==> src/rtl/decred_result_collector.sv <==
// decred_result_collector
//
// Initiator-side reader for the hash-macro result interface (m1_clk_local domain).
// Scans the per-macro DATA_AVAILABLE flags round-robin, requests the shared macro read
// bus, reads the pending 32-bit nonce byte by byte (little-endian, RESULT_BASE..+3) and
// queues {macro id, nonce} in a show-ahead FIFO drained by the SPI register file.
//
// Optional feature: define DECRED_RESULT_DEDUP_EN to drop an entry identical to the last
// pushed one and count it on dup_count_o (saturating at 255). Undefined: every collected
// entry is pushed and dup_count_o does not exist.
//
// Ports:
//   clk_i              collector clock
//   rst_ni             asynchronous active-low reset
//   scan_en_i          enable collection; low finishes the current entry then idles
//   data_available_i   per-macro result-pending flags
//   bus_req_o          request for the shared read bus
//   bus_gnt_i          read bus granted
//   macro_rd_select_o  one-hot read select, zero when not granted
//   hash_addr_o        read address, zero unless a select bit is high
//   data_from_hash_i   read data from the selected macro
//   result_valid_o     FIFO non-empty
//   result_ready_i     pop strobe
//   result_nonce_o     FIFO head nonce
//   result_macro_o     FIFO head macro id
//   fifo_count_o       FIFO occupancy
//   result_irq_o       result_valid_o delayed by one cycle
//   dup_count_o        duplicate entries dropped (DECRED_RESULT_DEDUP_EN only)

module decred_result_collector #(
  parameter int unsigned          NUM_MACROS  = 4,
  parameter int unsigned          ID_W        = 2,
  parameter int unsigned          ADDR_W      = 6,
  parameter logic [ADDR_W-1:0]    RESULT_BASE = 6'h3C,
  parameter int unsigned          RD_LATENCY  = 1,
  parameter int unsigned          FIFO_DEPTH  = 8
) (
  input  logic                            clk_i,
  input  logic                            rst_ni,
  input  logic                            scan_en_i,
  input  logic [NUM_MACROS-1:0]           data_available_i,
  output logic                            bus_req_o,
  input  logic                            bus_gnt_i,
  output logic [NUM_MACROS-1:0]           macro_rd_select_o,
  output logic [ADDR_W-1:0]               hash_addr_o,
  input  logic [7:0]                      data_from_hash_i,
  output logic                            result_valid_o,
  input  logic                            result_ready_i,
  output logic [31:0]                     result_nonce_o,
  output logic [ID_W-1:0]                 result_macro_o,
`ifdef DECRED_RESULT_DEDUP_EN
  output logic [7:0]                      dup_count_o,
`endif
  output logic [$clog2(FIFO_DEPTH):0]     fifo_count_o,
  output logic                            result_irq_o
);

  localparam int unsigned PtrW   = $clog2(FIFO_DEPTH);
  localparam int unsigned CntW   = PtrW + 1;
  localparam int unsigned EntW   = ID_W + 32;
  localparam logic [1:0]  LatMax = 2'(RD_LATENCY);

  typedef enum logic [2:0] {StIdle, StReq, StAddr, StWait, StPush} state_e;

  state_e                state_q;
  logic [ID_W-1:0]       win_q;
  logic [ID_W-1:0]       rr_q;
  logic [1:0]            byte_idx_q;
  logic [1:0]            lat_cnt_q;
  logic [31:0]           nonce_q;
  logic                  bus_req_q;
  logic [NUM_MACROS-1:0] sel_q;
  logic [ADDR_W-1:0]     addr_q;

  logic [EntW-1:0]       mem_q [FIFO_DEPTH];
  logic [PtrW-1:0]       wr_ptr_q;
  logic [PtrW-1:0]       rd_ptr_q;
  logic [CntW-1:0]       count_q;
  logic                  irq_q;

  logic                  fifo_empty;
  logic                  fifo_full;
  logic                  push;
  logic                  pop;
  logic                  is_dup;
  logic                  scan_start;
  logic [ID_W-1:0]       rr_pick;
  logic [ID_W-1:0]       rr_next;
  logic [ID_W-1:0]       cand;
  logic                  found;
  logic [NUM_MACROS-1:0] win_sel;

  assign fifo_empty = (count_q == '0);
  assign fifo_full  = (count_q == CntW'(FIFO_DEPTH));
  assign scan_start = scan_en_i && (|data_available_i) && !fifo_full;
  assign rr_next    = (win_q == ID_W'(NUM_MACROS - 1)) ? '0 : win_q + 1'b1;

  // First pending macro at or after rr_q (rr_q holds last served + 1).
  always_comb begin
    rr_pick = rr_q;
    cand    = '0;
    found   = 1'b0;
    for (int unsigned i = 0; i < NUM_MACROS; i++) begin
      cand = ID_W'((32'(rr_q) + i) % NUM_MACROS);
      if (!found && data_available_i[cand]) begin
        rr_pick = cand;
        found   = 1'b1;
      end
    end
  end

  always_comb begin
    win_sel        = '0;
    win_sel[win_q] = 1'b1;
  end

  // Collection FSM. Any loss of grant in ADDR/WAIT restarts the macro from byte 0.
  always_ff @(posedge clk_i or negedge rst_ni) begin
    if (!rst_ni) begin
      state_q    <= StIdle;
      win_q      <= '0;
      rr_q       <= '0;
      byte_idx_q <= '0;
      lat_cnt_q  <= '0;
      nonce_q    <= '0;
      bus_req_q  <= 1'b0;
      sel_q      <= '0;
      addr_q     <= '0;
    end else begin
      unique case (state_q)
        StIdle: begin
          if (scan_start) begin
            win_q      <= rr_pick;
            byte_idx_q <= '0;
            bus_req_q  <= 1'b1;
            state_q    <= StReq;
          end
        end
        StReq: begin
          if (bus_gnt_i) begin
            sel_q   <= win_sel;
            addr_q  <= RESULT_BASE + ADDR_W'(byte_idx_q);
            state_q <= StAddr;
          end
        end
        StAddr: begin
          sel_q <= '0;
          if (!bus_gnt_i) begin
            byte_idx_q <= '0;
            nonce_q    <= '0;
            state_q    <= StReq;
          end else begin
            lat_cnt_q <= 2'd1;
            state_q   <= StWait;
          end
        end
        StWait: begin
          if (!bus_gnt_i) begin
            byte_idx_q <= '0;
            nonce_q    <= '0;
            state_q    <= StReq;
          end else if (lat_cnt_q == LatMax) begin
            nonce_q[8*byte_idx_q +: 8] <= data_from_hash_i;
            if (byte_idx_q == 2'd3) begin
              bus_req_q <= 1'b0;
              state_q   <= StPush;
            end else begin
              byte_idx_q <= byte_idx_q + 2'd1;
              sel_q      <= win_sel;
              addr_q     <= RESULT_BASE + ADDR_W'(byte_idx_q + 2'd1);
              state_q    <= StAddr;
            end
          end else begin
            lat_cnt_q <= lat_cnt_q + 2'd1;
          end
        end
        StPush: begin
          rr_q    <= rr_next;
          state_q <= StIdle;
        end
        default: state_q <= StIdle;
      endcase
    end
  end

`ifdef DECRED_RESULT_DEDUP_EN
  logic            last_vld_q;
  logic [EntW-1:0] last_q;
  logic [7:0]      dup_q;

  assign is_dup      = last_vld_q && (last_q == {win_q, nonce_q});
  assign dup_count_o = dup_q;

  // Last pushed entry survives pops; only reset forgets it.
  always_ff @(posedge clk_i or negedge rst_ni) begin
    if (!rst_ni) begin
      last_vld_q <= 1'b0;
      last_q     <= '0;
      dup_q      <= '0;
    end else if (state_q == StPush) begin
      if (is_dup) begin
        if (dup_q != 8'hFF) begin
          dup_q <= dup_q + 8'd1;
        end
      end else begin
        last_vld_q <= 1'b1;
        last_q     <= {win_q, nonce_q};
      end
    end
  end
`else
  assign is_dup = 1'b0;
`endif

  assign push = (state_q == StPush) && !is_dup;
  assign pop  = result_ready_i && !fifo_empty;

  // Storage needs no reset: the head is masked while empty.
  always_ff @(posedge clk_i) begin
    if (push) begin
      mem_q[wr_ptr_q] <= {win_q, nonce_q};
    end
  end

  always_ff @(posedge clk_i or negedge rst_ni) begin
    if (!rst_ni) begin
      wr_ptr_q <= '0;
      rd_ptr_q <= '0;
      count_q  <= '0;
      irq_q    <= 1'b0;
    end else begin
      if (push) begin
        wr_ptr_q <= wr_ptr_q + 1'b1;
      end
      if (pop) begin
        rd_ptr_q <= rd_ptr_q + 1'b1;
      end
      if (push && !pop) begin
        count_q <= count_q + CntW'(1);
      end else if (pop && !push) begin
        count_q <= count_q - CntW'(1);
      end
      irq_q <= !fifo_empty;
    end
  end

  assign bus_req_o         = bus_req_q;
  assign macro_rd_select_o = bus_gnt_i ? sel_q : '0;
  assign hash_addr_o       = (|macro_rd_select_o) ? addr_q : '0;
  assign result_valid_o    = !fifo_empty;
  assign result_nonce_o    = fifo_empty ? '0 : mem_q[rd_ptr_q][31:0];
  assign result_macro_o    = fifo_empty ? '0 : mem_q[rd_ptr_q][EntW-1:32];
  assign fifo_count_o      = count_q;
  assign result_irq_o      = irq_q;

endmodule

==> config.mk <==
export PLATFORM = sky130hd
export DESIGN_NAME = decred_result_collector
export DESIGN_NICKNAME = d
export VERILOG_FILES = /design/src/rtl/decred_result_collector.sv
export SDC_FILE = /design/constraint.sdc
export NUM_CORES = 1
export LEC_CHECK = 0
export ABC_AREA = 1
export BUFFER_PORTS_ARGS = -buffer_cell sky130_fd_sc_hd__buf_4
export CAP_MARGIN = 0
export CORE_ASPECT_RATIO = 1.4
export CORE_MARGIN = 3
export CORE_UTILIZATION = 55
export CTS_CLUSTER_SIZE = 14
export DETAILED_ROUTE_END_ITERATION = 6
export PLACE_DENSITY = 0.7
export SETUP_SLACK_MARGIN = 0.1
export SYNTH_ARGS = -nofsm -noshare
export SYNTH_HDL_FRONTEND = slang
export SYNTH_SLANG_ARGS = --single-unit
==> constraint.sdc <==
create_clock -name clk_i -period 5.5 [get_ports clk_i]
set_input_delay 1.1 -clock clk_i [delete_from_list [all_inputs] [get_ports clk_i]]
set_output_delay 1.1 -clock clk_i [all_outputs]
set_load 0.05 [all_outputs]
==> flow_summary.json <==
{
  "outcome": "completed",
  "setup_tns_ps": 0,
  "numCtsBuffers": 30,
  "synth_fp_nets": 1233,
  "dp_hpwl_mm": 17.7,
  "worst_ep_required_time_ps": 4400,
  "gp_congestion": 0.823,
  "final_core_util": 0.634,
  "endpoint": "result_nonce_o[19]",
  "cts.hold.buffers_added": 0,
  "clk-insertion-delay-late_ps": 550,
  "drc": 0,
  "grt_antenna_before_repair": 0,
  "p_total_mw": 8.77,
  "worst_ir_drop_vdd_mv": 0.412,
  "most_used_dff_post_synth": "sky130_fd_sc_hd__edfxtp_1",
  "hp-class": "flip-flop to flip-flop",
  "cp_data_arrival_time_ps": 3210,
  "grt_start_max_net_pins": 95,
  "floorplan.core_area_mm2": 0.0249,
  "launching_point_of_the_worst_reg2reg_path": "fifo_count_o[0]$_DFFE_PN0P_",
  "start_util": 0.563,
  "cts_tree": "done",
  "ant_nets": 0,
  "critPathLaunchType": "flip-flop",
  "synth-edff-count": 272,
  "period_needed_ps": 4310,
  "antenna_cells": 0,
  "io-pin-count": 68,
  "clock-skew-final_ps": 16.8,
  "clock.fmax_mhz": 232,
  "placement.io_buffers": 67,
  "totalWireLength_mm": 30.7,
  "cts.path.max_buffers": 3,
  "share_of_synthesized_registers_carrying_an_async_set_or_reset": 0.186,
  "grt_pass1_wl_mm": 48.0,
  "avgSynthCellArea_um2": 11.7,
  "worstPathCellList": "inv_4 -> buf_12 -> nor2_1 -> o32ai_1 -> o21ai_0 -> nor2_1 -> buf_4",
  "worst-r2r-cell-count": 12,
  "postSynthCellCount": 1199,
  "r2r_setup_slack_ps": 1970,
  "clk_pin_slew_worst_paths_ps": 60,
  "final-setup-viol-count": 0,
  "worstSetupPathType": "flip-flop to output pin",
  "critPathSlowestCell": "sky130_fd_sc_hd__dfrtp_4",
  "detail_route.wl_per_cell_um": 19.3,
  "cts.repair.resized": 0,
  "root_buffer": "sky130_fd_sc_hd__clkbuf_16",
  "grt_pass1_vias": 8998,
  "path_max_fanout": 94,
  "number_of_vias_in_the_routed_layout": 9190,
  "drt_first_pass_iters": 5,
  "die_area_mm2": 0.0275,
  "die_width_um": 141,
  "worstSetupEndpointType": "output pin",
  "transition_time_of_the_tightest_slew_check_pin_ps": 1030,
  "placedInstanceArea_mm2": 0.0148,
  "first_iter_violations": 868,
  "clkSinkCount": 334,
  "postLayoutCellArea_mm2": 0.0158,
  "worst_slew_margin_rel": 0.310,
  "htree_levels": 1,
  "yosys_warning_count": 0,
  "drt-vias-per-instance": 5.79,
  "lkg_pwr_nw": 5.72,
  "drv.max_cap_violation_count": 0,
  "drv_slew": 0,
  "synth-seq-area-share": 0.692,
  "cp_slowest_stage_delay_ps": 790,
  "ys_seq_elements": 334,
  "synth.cell_area_mm2": 0.0140,
  "unrepaired_setup_endpoints_after_global_routing": "false",
  "power.density_mw_per_mm2": 555,
  "final_nets": 1281,
  "grt.overflow.total": 0,
  "r2r-end": "fifo_count_o[3]$_DFFE_PN0P_",
  "critical-path-top-cell-by-count": "sky130_fd_sc_hd__nor2_1",
  "post-cts-setup-buffer-count": 0,
  "layout-drive-gt1-share": 0.124,
  "std_cell_rows": 68,
  "fin_crit_sh": 0.784,
  "nFillCells": 1909,
  "track_usage": 0.221,
  "synth_cell_types": 40,
  "synthToLayoutAreaGrowth_pct": 12.5,
  "dieHeight_um": 195,
  "cp-startpoint": "rd_ptr_q[0]$_DFFE_PN0P_",
  "hold_viol": 0
}
## routing by layer
| layer | part of all wire | up-vias | global-route usage |
|---|---|---|---|
| li1 | - | 4339 | - |
| met1 | 0.40 | 4496 | 0.281 |
| met2 | 0.51 | 279 | 0.385 |
| met3 | 0.052 | 76 | 0.0296 |
| met4 | 0.039 | 0 | 0.0855 |
| met5 | 0 | - | 0 |
## kinds of logic (layout without fill, tap and decap cells)
logic type,after synthesis,in the layout,synth area share
adder cells (fa/ha/maj),17,17,0.0157
flip-flops,334,334,0.692
XOR/XNOR,7,7,0.00437
AND/OR/NAND/NOR,483,483,0.139
AO/OA/AOI/OAI,232,232,0.111
buffers and inverters,126,198,0.0381
## state kept, by name (all words and copies together), names as in the netlist
register	count
lat_cnt_q	2
sel_q	4
state_q	3
bus_req_o	1
rd_ptr_q	3
wr_ptr_q	3
fifo_count_o	4
mem_q	272
win_q	2
result_irq_o	1
rr_q	2
addr_q	3
nonce_q	32
byte_idx_q	2
## report_power, final
part           switching [mW]  leakage, nW  internal [mW]
sequential              0.315         3.19           2.87
clock                   0.854        0.474           1.18
combinational            2.52         2.05           1.03
## worst max-delay path, delay by kind of cell (launching register included)
kind,cells,cell delay (ps)
buffers and inverters,3,1150
DFF,1,790
AOI/OAI and AO/OA,2,360
and+or+nand+nor,2,270
## layout make-up
| cell class | instances | area (um2) | share of cell area |
|---|---|---|---|
| Inverter | 60 | 228 | 0.0144 |
| Tap cell | 315 | 394 | 0.0249 |
| Multi-Input combinational cell | 739 | 3850 | 0.243 |
| Clock inverter | 5 | 56.3 | 0.00356 |
| Clock buffer | 51 | 921 | 0.0583 |
| Timing Repair Buffer | 82 | 628 | 0.0398 |
| Sequential cell | 334 | 9730 | 0.616 |
## layout by cell type, fill, tap and decap left out, drive strengths merged, types with 2 or more instances in the layout
| master | Yosys | layout |
|---|---|---|
| inv | 58 | 57 |
| nor4 | 2 | 2 |
| nor2 | 313 | 313 |
| o22ai | 2 | 2 |
| xnor2 | 2 | 2 |
| nand4 | 3 | 3 |
| o31ai | 33 | 33 |
| dfrtp | 62 | 62 |
| nand2 | 140 | 140 |
| edfxtp | 272 | 272 |
| nand3 | 23 | 23 |
| clkinv | 2 | 6 |
| or2 | 2 | 2 |
| a21oi | 5 | 5 |
| buf | 32 | 82 |
| clkbuf | 34 | 51 |
| o21ai | 122 | 122 |
| ha | 16 | 16 |
| xor2 | 5 | 5 |
| o32ai | 68 | 68 |
## cells in the mapped netlist (all sizes together), types with 16 or more instances
cell type / n / area share
buf: 32 / 0.013
nand3: 23 / 0.0089
o32ai: 68 / 0.042
dfrtp: 62 / 0.11
nand2: 140 / 0.039
inv: 58 / 0.016
nor2: 313 / 0.086
o31ai: 33 / 0.018
clkbuf: 34 / 0.0091
o21ai: 122 / 0.047
ha: 16 / 0.014
edfxtp: 272 / 0.58
## how the worst min path moves through the flow
stage                                startpoint                     to  slack (ps)  cells past startpoint
after floorplan           addr_q[4]$_DFFE_PN0P_  addr_q[4]$_DFFE_PN0P_         420                      2
after global placement    addr_q[4]$_DFFE_PN0P_  addr_q[4]$_DFFE_PN0P_         440                      2
after detailed placement  addr_q[4]$_DFFE_PN0P_  addr_q[4]$_DFFE_PN0P_         440                      2
after CTS                 addr_q[4]$_DFFE_PN0P_  addr_q[4]$_DFFE_PN0P_         460                      2
after global routing      addr_q[4]$_DFFE_PN0P_  addr_q[4]$_DFFE_PN0P_         500                      2
final                     addr_q[4]$_DFFE_PN0P_  addr_q[4]$_DFFE_PN0P_         450                      2
## stage by stage
stage                     setup WS [ps]  std cells  hold slack (ps)
after detailed placement           1800       1530              444
final                              1190       1586              452
after global placement             1840       1530              440
after floorplan                    1540       1199              423
after global routing                991       1586              499
after CTS                          1200       1586              459
(Power assumes the default switching activity.)
